<file path="config.mk">
export PLATFORM = sky130hd
export DESIGN_NAME = dmux_8_way_16_buf
export DESIGN_NICKNAME = d
export VERILOG_FILES = /design/src/rtl/dmux_8_way_16_buf.sv
export SDC_FILE = /design/constraint.sdc
export NUM_CORES = 1
export LEC_CHECK = 0
export BUFFER_PORTS_ARGS = -buffer_cell sky130_fd_sc_hd__buf_2
export CORE_ASPECT_RATIO = 0.9
export CORE_UTILIZATION = 29
export CTS_CLUSTER_DIAMETER = 120
export CTS_CLUSTER_SIZE = 14
export DETAILED_ROUTE_END_ITERATION = 8
export GPL_TIMING_DRIVEN = 0
export PLACE_DENSITY = 0.6
export SLEW_MARGIN = 20
export SYNTH_ARGS = -nofsm -noshare
export SYNTH_HDL_FRONTEND = slang
export SYNTH_HIERARCHICAL = 1
export SYNTH_SLANG_ARGS = --single-unit
</file>
<file path="constraint.sdc">
create_clock -name clk -period 2.9 [get_ports clk]
set_clock_uncertainty 0.15 [all_clocks]
set_input_delay 0.58 -clock clk [delete_from_list [all_inputs] [get_ports clk]]
set_output_delay 0.58 -clock clk [all_outputs]
set_load 0.01 [all_outputs]
</file>
<file path="src/rtl/dmux_8_way_16_buf.sv">
// dmux_8_way_16_buf: registered 8-way demultiplexer with valid/ready handshakes.
// A single upstream word stream is steered by in_sel to one of eight channels.
// Each channel keeps the word in a one-entry buffer until its consumer takes it.
//
// Ports:
//   clk        system clock, rising edge
//   reset      asynchronous, active-high reset; clears every buffer at once
//   in_data    word to route (WIDTH bits)
//   in_sel     destination channel index 0..7
//   in_valid   producer offers in_data/in_sel
//   in_ready   the selected slot can take a word this cycle (combinational)
//   in_bcast   (DMUX_BROADCAST_EN only) send the word to all eight channels
//   out_data   channel i word on [i*WIDTH +: WIDTH]
//   out_valid  bit i set while channel i holds a word
//   out_ready  bit i: consumer i takes its word this cycle
//   busy       OR of out_valid
//
// Build option: define DMUX_BROADCAST_EN to add the in_bcast port.

// One channel buffer: a load wins over a drain, so a same-cycle
// drain-and-load leaves the slot full with the new word.
module dmux_8_way_16_buf_lane #(
  parameter int WIDTH = 16
) (
  input  logic             clk,
  input  logic             reset,
  input  logic             load,
  input  logic [WIDTH-1:0] in_data,
  input  logic             out_ready,
  output logic [WIDTH-1:0] data_q,
  output logic             valid_q
);
  always_ff @(posedge clk or posedge reset) begin
    if (reset) begin
      data_q  <= '0;
      valid_q <= 1'b0;
    end else if (load) begin
      data_q  <= in_data;
      valid_q <= 1'b1;
    end else if (valid_q && out_ready) begin
      // data_q keeps its last value after the word is taken
      valid_q <= 1'b0;
    end
  end
endmodule

module dmux_8_way_16_buf #(
  parameter int WIDTH    = 16,
  parameter int CHANNELS = 8   // tied to the 3-bit in_sel
) (
  input  logic                      clk,
  input  logic                      reset,
  input  logic [WIDTH-1:0]          in_data,
  input  logic [2:0]                in_sel,
  input  logic                      in_valid,
`ifdef DMUX_BROADCAST_EN
  input  logic                      in_bcast,
`endif
  output logic                      in_ready,
  output logic [CHANNELS*WIDTH-1:0] out_data,
  output logic [CHANNELS-1:0]       out_valid,
  input  logic [CHANNELS-1:0]       out_ready,
  output logic                      busy
);

  logic [CHANNELS-1:0][WIDTH-1:0] data_q;
  logic [CHANNELS-1:0]            valid_q;
  logic [CHANNELS-1:0]            slot_free;
  logic [CHANNELS-1:0]            load;
  logic                           accept;

  // A slot is free when empty or when its current word leaves this cycle.
  assign slot_free = ~valid_q | out_ready;

`ifdef DMUX_BROADCAST_EN
  assign in_ready = in_bcast ? (&slot_free) : slot_free[in_sel];
`else
  assign in_ready = slot_free[in_sel];
`endif

  assign accept = in_valid && in_ready;

  genvar i;
  generate
    for (i = 0; i < CHANNELS; i++) begin : g_lane
`ifdef DMUX_BROADCAST_EN
      assign load[i] = accept && (in_bcast || (in_sel == 3'(i)));
`else
      assign load[i] = accept && (in_sel == 3'(i));
`endif
      dmux_8_way_16_buf_lane #(.WIDTH(WIDTH)) u_lane (
        .clk       (clk),
        .reset     (reset),
        .load      (load[i]),
        .in_data   (in_data),
        .out_ready (out_ready[i]),
        .data_q    (data_q[i]),
        .valid_q   (valid_q[i])
      );
    end
  endgenerate

  assign out_data  = data_q;
  assign out_valid = valid_q;
  assign busy      = |valid_q;

endmodule

</file>
# Yosys cells after proc, flatten, opt, wreduce, memory -nomap -nowiden
# Cells that the tools add are included.
# word_totals
ff_bits	136
latch_bits	0
ramBits	0
rom_bits	0
inputBits	30
out_inout_bits	138
elab_cells	71
mem_count	0
# op_classes
addsub	0
n_mul	0
div	0
order_cmp	1
eq_ne	7
shifts	0
n_mux	18
bitwise	2
reduce_logical	27
# op_table
operator	n
$logic_and A1 B1 Y1	17
$mux W1	17
$reduce_bool A2 Y1	8
$eq A3 B3 Y1 const B	4
$not A8 Y8	1
$or A8 B8 Y8	1
$reduce_or A8 Y1	1
$eq A3 B2 Y1 const B	2
$lt A3 B4 Y1 const B	1
$bmux W1 S3	1
$eq A3 B1 Y1 const B	1
$logic_not A3 Y1	1

# Longest topological paths before layout
# Gate-level depths: netlist (run 1).
# logic_depth
depth_word	7
mapped_depth	6
ltp_nobuf	4

# By module
# Netlist (run 1), hierarchy kept.
# by_module_without_submodules
module	n_inst	cells_each	area_each_um2	seq_area_each_um2
dmux_8_way_16_buf_lane	8	38	686.9	425.4
dmux_8_way_16_buf	1	32	197.7	0.0

# Worst setup path after synthesis (run 1)
# OpenSTA, ideal clock, no wires.
# synth_timing
path_kind	input-to-reg
start	input in_sel[0]
end	register g_lane[6].u_lane.data_q[10]
setup_ns	0.125
arrival_ns	1.893
t_required_ns	2.625
slack_ns	0.732
stages	6
n_path_buf	2
cell_sequence	or4b_1 nand3_1 nor3_1 buf_6 buf_12 mux2_4
# synth_via
elab_chain_cells	4
word_cells_on_any_way	5
cone_classes	eq/ne (1); mux (2); reduce/logical (2)
# synth_lines
element	line	source
start: declaration	54	input logic [2:0] in_sel,
$bmux W1 S3	78	assign in_ready = slot_free[in_sel];
$mux W1 (implied by the code)	78	
$logic_and A1 B1 Y1	81	assign accept = in_valid && in_ready;
$logic_and A1 B1 Y1 *	89	assign load[i] = accept && (in_sel == 3'(i));
net load[6]	69	logic [CHANNELS-1:0] load;
end signal: assignment	38	data_q <= in_data;
end: declaration	30	output logic [WIDTH-1:0] data_q,
# Mark *: on every way through the listed nets, which the timed path passes. The rest lies on a longest branch. The select of a mux whose other input is x is not followed.
# A chain may end at the register's enable or synchronous reset.

# Worst setup path after layout (run 1)
# layout_timing
start	register g_lane[0].u_lane.valid_q
end	output in_ready
# layout_via
elab_chain_cells	4
# layout_lines
element	line	source
start: declaration	31	output logic valid_q
start signal: assignment	36	valid_q <= 1'b0;
start signal: assignment	39	valid_q <= 1'b1;
start signal: assignment	42	valid_q <= 1'b0;
$not A8 Y8	73	assign slot_free = ~valid_q | out_ready;
$or A8 B8 Y8	73	
$bmux W1 S3	78	
$mux W1 (implied by the code)	78	
end: declaration	59	output logic in_ready,
# No other way between the ends. The select of a mux whose other input is x is not followed.

==> results.md, run 1 <==
- The clock tree from TritonCTS is built.
- The worst pin sits at a relative slew slack of 49.5%.
- Setup repair after global routing left no endpoint under its margin.
- The number of filler cells placed in the layout is 1,859.
- After clock tree synthesis, the setup repair step added 0 buffers.
- The count of endpoints failing hold in the final timing report came to 0.
- Each instance of the synthesized netlist takes up on average 16.9 um^2.
- The number of nets in the layout is 552.
- Power spread over the standard cell area amounts to 841 mW/mm^2.
- The cell chosen for the clock root is sky130_fd_sc_hd__clkbuf_16.
- The die height is 135 um.
- In this run the cell area of the synthesized design comes to 0.00569 mm^2.
- The maximum vdd ir drop is 0.391 mV.
- Of all nets on the critical path, the largest fanout is 4.
- The most common library cell in the layout ignoring fill and taps is sky130_fd_sc_hd__buf_2.
- The horizontal die dimension is 150 um.
- The mean number of vias per cell is 4.32.
- For met1 alone, demand over resource in global routing was 22.0%.
- The met3 track demand over resource in global routing is 4.43%.
- The beginning of the worst register-to-register path is g_lane[0].u_lane/valid_q$_DFFE_PP0P_.
- The area after detailed placement is 0.00684 mm^2.
- The worst-path cell with the longest stage delay is sky130_fd_sc_hd__or4b_1.
- The area overhead of the layout relative to synthesis is 31.6%.
- The H-tree was split into 4 levels.
- The synthesized instance count is 336.
- In this run, CTS created clock tree buffers numbering 17.
- The insertion delay of the later-clocked pin in the worst-skew pair is 410 ps.
- The arrival time of the worst setup path is 1730 ps.
- The number of nets still failing antenna checks after routing is 0.
- The startpoint-to-endpoint class of the critical path is reg -> out.
- With fillers left out, the area of the finished cells amounts to 0.00749 mm^2.
- The floorplan step defined a core boundary enclosing 0.0192 mm^2.
- The run finished with clean final reports.
- The largest net degree at the start of global routing is 18.
- Counting flops and latches in the post-synthesis netlist gives 136.
- STA classifies the critical path endpoint as an output port.
- At the end of routability-driven placement, the weighted congestion stood at 0.779.
- The row count is 48.
- The number of global-route vias before repair is 3,697.
- In the routed design, unresolved DRC markers number 0.
- The worst stage delay on the critical path is 470 ps.
- The path class of the tightest hold or removal check is in -> async.
- The total routing usage reported by global routing is 16.1%.
- Clock-pin slew was measured on the worst setup and hold paths at 60 ps.
- Summed over all nets, the half-perimeter wirelength after detailed placement is 11.6 mm.
- The detailed router finished its first iteration with 94 violations.
- The initial antenna violation count came to 0.
- Yosys printed 6 warnings.
- The global routing stage identified its most utilized layer as met2.
- Cells with a size suffix above 1 make up 65.4% of the layout.
- Dividing the detail-routed wire length by the instance count gives 19.8 um.
- The effective utilization at floorplan is 29.6%.
- In this run the static leakage power is 0.00367 uW.
- The worst reg2reg path depth is 6.
- For this run the aggregate overflow at the end of global routing stands at 0.
- The sequential element share of the synthesized area is 59.8%.
- Summed over all layers, the routed wires come to 15.6 mm.
- The total clock sinks is 136.
- The post-cts gate resize count is 0.
- The die covers 0.0202 mm^2.
- Static timing analysis puts the maximum clock frequency at 407 MHz.
- The aggregate negative setup slack is 0 ps.
- Global routing consumed, on the met2 layer, 25.2% of the routing resources.
- The final route contains 3,396 vias.
- The setup violation total in the final timing report is 0.
- The number of pins with negative max-slew slack in the final report was 0.
- The startpoint class of the critical path is a flop.
- The slew at the pin closest to its max-slew limit is 756 ps.
- The iteration count of the initial detailed-routing pass is 4.
- The time the final worst path needs with I/O delays and setup is 2460 ps.
- The share of the clock period used by the worst path is 84.8%.
- The number of top-level pins is 168.
- The first global-routing pass estimated 23.4 mm of wire.
- The number of unique standard cell types used by synthesis is 20.
- Data on the critical path is required at its endpoint by 2170 ps.
- OpenSTA, run right after detailed placement, puts the worst setup slack at 445 ps.
- In this run the register-to-register setup slack is 850 ps.
- Counting along the longest clock path gives a buffer depth of 2.
- Setup slack on the critical path of the routed design comes to 440 ps.
- The total of max-cap violations is 0.
- Leaving out fill and tap cells, the most frequent cells in the layout are sky130_fd_sc_hd__buf_2 (167), sky130_fd_sc_hd__dfrtp_1 (136), sky130_fd_sc_hd__mux2_4 (72).
- The number of nets produced by synthesis is 366.
- At the end of the flow the core is filled with cells to 39.0%.
- Hold repair after CTS inserted 0 buffers.
- Input and output buffers added on the ports amount to 167.
- The signal on the critical path passes through or4b_1, o311ai_1, o22ai_1, buf_2.
- The capturing point of the worst reg2reg path is g_lane[3].u_lane/data_q[8]$_DFFE_PP0P_.
[power by group]
group / switching, uW / internal [uW] / total [uW]
clock network: 814 / 1550 / 2360
registers: 236 / 2320 / 2550
logic: 630 / 756 / 1390
[kinds of logic (layout without fill, tap and decap cells)]
kind of cell	count (synthesis)	after routing	share of synthesized area (%)
flip-flops	136	136	59.8
multiplexers	128	128	30.1
other	0	1	0
AND/OR/NAND/NOR	24	24	2.51
AO/OA/AOI/OAI	12	12	1.93
buffers and inverters	36	235	5.71
[routing by layer]
| layer | up-vias | routed length [um] |
|---|---|---|
| met5 | - | 0 |
| met4 | 0 | 114 |
| met3 | 8 | 697 |
| met2 | 97 | 7360 |
| met1 | 1745 | 7390 |
| li1 | 1546 | - |
[per-stage QoR]
step,hold slack (ps),instances,total power (uW)
2_1_floorplan,356,336,3340
3_3_place_gp,338,753,3940
3_5_place_dp,337,753,3980
4_1_cts,205,785,6380
5_1_grt,240,785,6620
6_report,183,786,6300
[sequential cells by signal (all words and copies together), names as in the netlist]
signal                 flops
g_lane.u_lane/valid_q      8
g_lane.u_lane/data_q     128
[cell usage after synthesis, drive strengths merged]
master | n | area [um^2]
or4bb | 1 | 11.3
or2b | 2 | 15.0
o32ai | 1 | 16.3
o311ai | 2 | 17.5
or4b | 2 | 20.0
a21o | 8 | 70.1
nor2 | 2 | 7.51
nand2 | 3 | 11.3
o22ai | 1 | 6.26
nand3 | 2 | 10.0
nand4b | 1 | 8.76
nor3 | 8 | 40.0
inv | 20 | 75.1
nor4 | 2 | 12.5
buf | 16 | 250
nand2b | 1 | 6.26
dfrtp | 136 | 3400
mux2 | 128 | 1710
[worst max-delay path by stage]
stage | startpoint | to | slack [ps]
after floorplan | in_sel[0] | g_lane[6].u_lane/data_q[10]$_DFFE_PP0P_ | 730
after global placement | in_sel[0] | g_lane[7].u_lane/data_q[4]$_DFFE_PP0P_ | 450
after detailed placement | in_sel[0] | g_lane[7].u_lane/data_q[12]$_DFFE_PP0P_ | 440
after CTS | g_lane[0].u_lane/valid_q$_DFFE_PP0P_ | in_ready | 410
after global routing | g_lane[0].u_lane/valid_q$_DFFE_PP0P_ | in_ready | 330
final | g_lane[0].u_lane/valid_q$_DFFE_PP0P_ | in_ready | 440
[cell type report]
type | instances | area, um^2 | area share, %
sequential | 136 | 3400 | 45.4
tap | 250 | 313 | 4.18
clock buffer | 20 | 447 | 5.96
timing repair buffer | 167 | 836 | 11.2
clock inverter | 12 | 199 | 2.66
antenna | 1 | 2.50 | 0.0334
buffer | 16 | 250 | 3.34
inverter | 20 | 75.1 | 1.00
multi-input combinational | 164 | 1960 | 26.2
[worst max-delay path, delay by kind of cell (launching register included)]
kind	cells	cell delay (ps)
AND/OR/NAND/NOR	1	470
AO/OA/AOI/OAI	2	250
buffers and inverters	1	170
flip-flops	1	420
Note: power is estimated with default switching activity, not from simulation.
==> run 2, diff against run 1 <==
PLACE_DENSITY = 0.62   (was 0.6)
clock period = 2.1 ns   (was 2.9 ns; I/O delays follow)
==> results.md, run 2 (synthesized netlist as in run 1, its figures left out) <==
- The maximum vdd ir drop is 0.563 mV (+44%).
- The detailed-placement wirelength estimate is 11.7 mm (+0.94%).
- The first-pass GRT wire length is 23.8 mm (+1.7%).
- The initial antenna violation count is 0 (unchanged).
- The logic gate share of total power is 22.1% (about the same).
- The switching power is 2390 uW (+42%).
- The largest fanout on the critical path is 2 (-2).
- The maximum buffer depth of the clock tree came to 2 (unchanged).
- The number of placed instances, taps included is 753 (unchanged).
- The floorplan die area is 0.0202 mm^2 (unchanged).
- The worst path setup slack after routing is -113 ps (-554 ps).
- The setup violation total in the final timing report is 1 (+1).
- The remaining global-route overflow is 0 (unchanged).
- The number of nets still failing antenna checks after routing came to 0 (unchanged).
- The slew at the pin closest to its max-slew limit came to 758 ps (+2.24 ps).
- Timing would allow up to 452 MHz.
- The share of the clock period used by the worst path is 105%.
- The category of the worst setup path capture point is an output port.
- The count of placed standard cells in the final layout, fillers left out is 794 (+1.0%).
- The number of buffers created by CTS is 17 (unchanged).
- The switching power as a share of total power is 27.3% (+0.59 points).
- The insertion delay of the later-clocked pin in the worst-skew pair is 420 ps (about the same).
- The worst reg2reg path depth is 7 (+1).
- Counting I/O delays and the setup requirement, the final critical path takes 2210 ps.
- The most common library cell in the layout ignoring fill and taps is sky130_fd_sc_hd__buf_2.
- The placeable core region is 0.0192 mm^2 (unchanged).
- The number of remaining DRC errors was 0 (unchanged).
- The total of max-cap violations is 0 (unchanged).
- The reported leakage power is 0.00374 uW (+1.9%).
- The final wirelength is 15.8 mm (+1.8%).
- The iteration count of the initial detailed-routing pass is 4 (unchanged).
- The count of endpoints failing hold in the final timing report came to 0 (unchanged).
- The clock transition at the register clock pins on the worst setup and hold paths after CTS is 60 ps (about the same).
- CTS placed an instance of sky130_fd_sc_hd__clkbuf_16 at the clock tree root.
- The flow ran to the end, but the final reports show violations.
- In the layout the commonest cells are sky130_fd_sc_hd__buf_2 (167), sky130_fd_sc_hd__dfrtp_1 (135), sky130_fd_sc_hd__mux2_4 (72).
- The number of top-level pins is 168 (unchanged).
- The antenna diode count came to 0 (-1).
- The required time at the endpoint of the critical path came to 1530 ps (-640 ps).
- The register name with the most flops is g_lane.u_lane/data_q.
- The post-layout total power is 8760 uW (+39%).
- The share of total power in the clock network is 37.6% (about the same).
- The ratio of cells with drive above 1 in the final layout is 67.5% (+2.0 points).
- The arrival time of the worst setup path came to 1640 ps (-90 ps).
- The mean number of vias per cell is 4.49 (+4.0%).
- The total clock sinks is 136 (unchanged).
- The total routing usage reported by global routing is 16.3% (+0.19 points).
- The setup path with the least slack is of type reg -> out.
- The startpoint class of the critical path is a flop.
- The routed wirelength normalized by instance count is 20.0 um (+0.81%).
- The sequential share of power is 40.2% (-0.3 points).
- Setup repair after global routing could not meet its margin everywhere.
- The number of nets in the layout is 561 (+1.6%).
- The worst hold path belongs to the class in -> async.
- The number of levels in the clock H-tree was 4 (unchanged).
- The routability congestion estimate from global placement is 0.766 (-1.7%).
- The row count came to 48 (unchanged).
- The horizontal die dimension is 150 um (unchanged).
- The area overhead of the layout relative to synthesis is 33.7%.
- The count of buffers from port buffering is 167 (unchanged).
- The largest registers in the layout are g_lane.u_lane/data_q: 128 flops, g_lane.u_lane/valid_q: 8 flops.
- The max-slew headroom at the worst pin came to 49.4% (-0.15 points).
- The number of global-route vias before repair is 3,836 (+3.8%).
- The flip-flop count of the largest register after layout is 128 (unchanged).
- The power per cell area is 1150 mW/mm^2 (+37%).
- The number of pins with negative max-slew slack in the final report came to 0 (unchanged).
- The clock tree from TritonCTS is built.
- The effective utilization at floorplan is 29.6% (unchanged).
- The largest net degree at the start of global routing is 18 (unchanged).
- The die height is 135 um (unchanged).
- The violation count after the first detailed-routing iteration was 74 (-21%).
- The via count came to 3,569 (+5.1%).
- The total internal power is 6370 uW (+38%).
- The final reports fail on setup timing.
-- run 2: cell type report --
type	count	area, um^2
sequential	136	3400
timing repair buffer	177	911
clock buffer	18	429
clock inverter	14	221
tap	250	313
buffer	15	239
inverter	20	75.1
fill	1796	11600
multi-input combinational	164	2020
-- run 2: repair_timing --
action | 4_1_cts | 5_1_grt
gates cloned | 0 | 0
endpoints found under the setup margin | 2 | 17
buffers inserted | 2 | 8
hold buffers | 0 | 0
gates resized for setup | 4 | 6
pin swaps | 2 | 2
-- run 2: routing by layer --
layer	vias to the layer above	global-route usage [%]	part of all wire, %
met5	-	0	0
met2	93	26.2	49
met1	1884	21.0	45
li1	1571	-	-
met3	21	3.75	4.0
met4	0	6.79	1.8
-- run 2: critical path, stage by stage, from the launching register on --
cell	delay, ps
sky130_fd_sc_hd__dfrtp_1	340
sky130_fd_sc_hd__or4b_4	470
sky130_fd_sc_hd__o311ai_1	120
sky130_fd_sc_hd__o22ai_1	130
sky130_fd_sc_hd__buf_2	160
-- run 2: path summary, 6_finish.rpt --
kind / start / end / slack, ps
max: g_lane[4].u_lane/valid_q$_DFFE_PP0P_ / in_ready / -110
max in group asynchronous: reset / g_lane[2].u_lane/valid_q$_DFFE_PP0P_ / 1220
max reg2reg: g_lane[0].u_lane/valid_q$_DFFE_PP0P_ / g_lane[2].u_lane/data_q[9]$_DFFE_PP0P_ / 40
min reg2reg: g_lane[4].u_lane/data_q[2]$_DFFE_PP0P_ / g_lane[4].u_lane/data_q[2]$_DFFE_PP0P_ / 350
min in group clk: out_ready[4] / g_lane[4].u_lane/valid_q$_DFFE_PP0P_ / 130
min: reset / g_lane[1].u_lane/valid_q$_DFFE_PP0P_ / 30
-- run 2: power by group through the flow --
| stage | registers (uW) | logic [uW] | clock network [uW] |
|---|---|---|---|
| after CTS | 3520 | 1960 | 3380 |
| after global placement | 3530 | 1900 | 0 |
| after floorplan | 3810 | 806 | 0 |
| after detailed placement | 3560 | 1950 | 0 |
| final | 3520 | 1940 | 3300 |
| after global routing | 3590 | 2070 | 3510 |
-- run 2: metrics by stage --
stage               area (um^2)  setup slack, ps  TNS [ps]  hold slack [ps]  utilization, %
floorplan                  5690             91.8         0              196               -
global placement           6840             -187    -11730              338            35.6
detailed placement         6840             -251    -16090              336            35.6
CTS                        7530             -173      -173             30.8            39.2
global route               7610             -192      -400             81.9            39.6
finish                     7610             -113      -113             28.8            39.6
==> run 3, diff against run 2 <==
CORE_MARGIN = 5   (was unset)
CTS_CLUSTER_DIAMETER = unset   (was 120)
SKIP_CTS_REPAIR_TIMING = 1   (was unset)
==> results.md, run 3 (synthesized netlist as in run 1, its figures left out) <==
- The run finished, with violations left.
- The checks that failed: setup timing.
- Setup repair after global routing could not meet its margin everywhere.
- The worst hold slack is 32.1 ps (+3.32 ps).
- The max-slew headroom at the worst pin came to 49.5% (+0.069 points).
- The via count came to 3,504 (-1.8%).
- The startpoint class of the critical path is a flop.
- The arrival time of the worst setup path came to 1720 ps (+80 ps).
- TritonCTS built the clock tree.
- The number of remaining DRC errors is 0 (unchanged).
- The first-pass GRT wire length is 23.9 mm (+0.70%).
- The placement-stage worst setup slack is -205 ps (+46.1 ps).
- The total of max-cap violations came to 0 (unchanged).
- The share of the clock period used by the worst path is 109% (+3.4 points).
- The cell chosen for the clock root is sky130_fd_sc_hd__clkbuf_16.
- The area overhead of the layout relative to synthesis is 29.7%.
- The number of top-level pins is 168 (unchanged).
- The effective utilization at floorplan is 29.6% (unchanged).
- The final wirelength was 16.2 mm (+2.2%).
- The library cell used most frequently in the layout, excluding fill and tap cells, is sky130_fd_sc_hd__buf_2.
- The time the final worst path needs with I/O delays and setup is 2290 ps (+72.1 ps).
- The count of endpoints failing hold in the final timing report was 0 (unchanged).
- The number of nets in the layout is 552 (-1.6%).
- The clock transition at the register clock pins on the worst setup and hold paths after CTS is 60 ps (about the same).
- The number of buffers created by CTS was 17 (unchanged).
- The count of buffers from port buffering is 167 (unchanged).
- The row count is 48 (unchanged).
- The final cell area excluding filler cells is 0.00738 mm^2 (-3.0%).
- The required time at the endpoint of the critical path is 1530 ps (about the same).
- The reported leakage power is 0.00364 uW (-2.7%).
- The violation count after the first detailed-routing iteration is 91 (+23%).
- The number of filler cells placed in the layout is 1,840 (+2.4%).
- The number of levels in the clock H-tree is 4 (unchanged).
- The total clock sinks was 136 (unchanged).
- The worst setup path is captured at an output port.
- The mean number of vias per cell is 4.48 (-0.31%).
- The path category of the worst min-delay check is in -> async.
- The iteration count of the initial detailed-routing pass is 4 (unchanged).
- The detailed-placement wirelength estimate is 12.2 mm (+3.9%).
- The ratio of cells with drive above 1 in the final layout is 65.2% (-2.3 points).
- The remaining global-route overflow is 0 (unchanged).
- The setup violation total in the final timing report is 1 (unchanged).
- The largest net degree at the start of global routing is 18 (unchanged).
- The maximum vdd ir drop is 0.448 mV (-20%).
- The horizontal die dimension is 158 um (+5.3%).
- The placeable core region came to 0.0192 mm^2 (unchanged).
- The largest fanout on the critical path is 4 (+2).
- Ranked by flip-flop count, first place goes to g_lane.u_lane/data_q.
- The routed wirelength normalized by instance count is 20.7 um (+3.8%).
- The number of nets still failing antenna checks after routing is 0 (unchanged).
- The die height is 143 um (+5.9%).
- In the final layout, the registers with the most flip-flops are g_lane.u_lane/data_q: 128 flops, g_lane.u_lane/valid_q: 8 flops.
- The aggregate negative setup slack came to -186 ps (-72.1 ps).
- In the layout the commonest cells are sky130_fd_sc_hd__buf_2 (167), sky130_fd_sc_hd__dfrtp_1 (136), sky130_fd_sc_hd__mux2_4 (72).
- The initial antenna violation count is 1 (+1).
- The insertion delay of the later-clocked pin in the worst-skew pair is 410 ps (about the same).
- By startpoint and endpoint, the worst setup path is classified as reg -> out.
- The number of global-route vias before repair is 3,746 (-2.3%).
- The maximum buffer depth of the clock tree is 2 (unchanged).
- The slew at the pin closest to its max-slew limit is 757 ps (-1.03 ps).
- The top achievable clock speed came to 438 MHz (-3.2%).
- The total routing usage reported by global routing is 14.6% (-1.7 points).
- The flip-flop count of the largest register after layout is 128 (unchanged).
- The floorplan die area is 0.0225 mm^2 (+12%).
- The power per cell area is 1110 mW/mm^2 (-3.4%).
- The routability congestion estimate from global placement is 0.820 (+7.0%).
- The area after detailed placement is 0.00684 mm^2 (unchanged).
- The worst reg2reg path depth was 6 (-1).
- The worst path setup slack after routing came to -186 ps (-72.1 ps).
- The number of pins with negative max-slew slack in the final report is 0 (unchanged).
[run 3: power by group]
group | internal [uW] | switching, uW
Sequential | 3200 | 336
Combinational | 1040 | 873
Clock | 1720 | 1040
[run 3: worst max-delay path, stage by stage, from the launching register on]
cell                       delay [ps]
sky130_fd_sc_hd__dfrtp_1          430
sky130_fd_sc_hd__or4b_4           510
sky130_fd_sc_hd__o311ai_1         100
sky130_fd_sc_hd__o22ai_1          100
sky130_fd_sc_hd__buf_2            160
[run 3: layer usage]
layer | wire, um | part of all wire [%] | global-route usage (%)
met2 | 8060 | 50 | 23.6
met4 | 197 | 1.2 | 5.21
met5 | 0 | 0 | 0
met1 | 7130 | 44 | 18.7
met3 | 816 | 5.0 | 4.00
[run 3: per-stage QoR]
stage / instances / power, uW / util [%]
floorplan: 336 / 4610 / -
global placement: 753 / 5470 / 35.6
detailed placement: 753 / 5530 / 35.6
CTS: 781 / 8350 / 38.4
global route: 782 / 8620 / 38.4
finish: 782 / 8210 / 38.4
[run 3: worst paths after layout]
kind | start | to | slack (ps)
min in group clk | out_ready[4] | g_lane[4].u_lane/valid_q$_DFFE_PP0P_ | 140
min | reset | g_lane[4].u_lane/data_q[14]$_DFFE_PP0P_ | 30
min reg2reg | g_lane[6].u_lane/data_q[13]$_DFFE_PP0P_ | g_lane[6].u_lane/data_q[13]$_DFFE_PP0P_ | 350
max in group asynchronous | reset | g_lane[7].u_lane/data_q[10]$_DFFE_PP0P_ | 1250
max | g_lane[0].u_lane/valid_q$_DFFE_PP0P_ | in_ready | -190
max reg2reg | g_lane[0].u_lane/valid_q$_DFFE_PP0P_ | g_lane[2].u_lane/data_q[12]$_DFFE_PP0P_ | 10
[run 3: cell type report]
cell class              count  area (um^2)  area share (%)
clock buffers              24          492            6.66
clock inverters             4         45.0           0.610
repair buffers            167          836            11.3
flip-flops and latches    136         3400            46.1
diodes                      1         2.50          0.0339
plain buffers              16          250            3.39
well taps                 250          313            4.24
inverters                  20         75.1            1.02
multi-input cells         164         1970            26.7
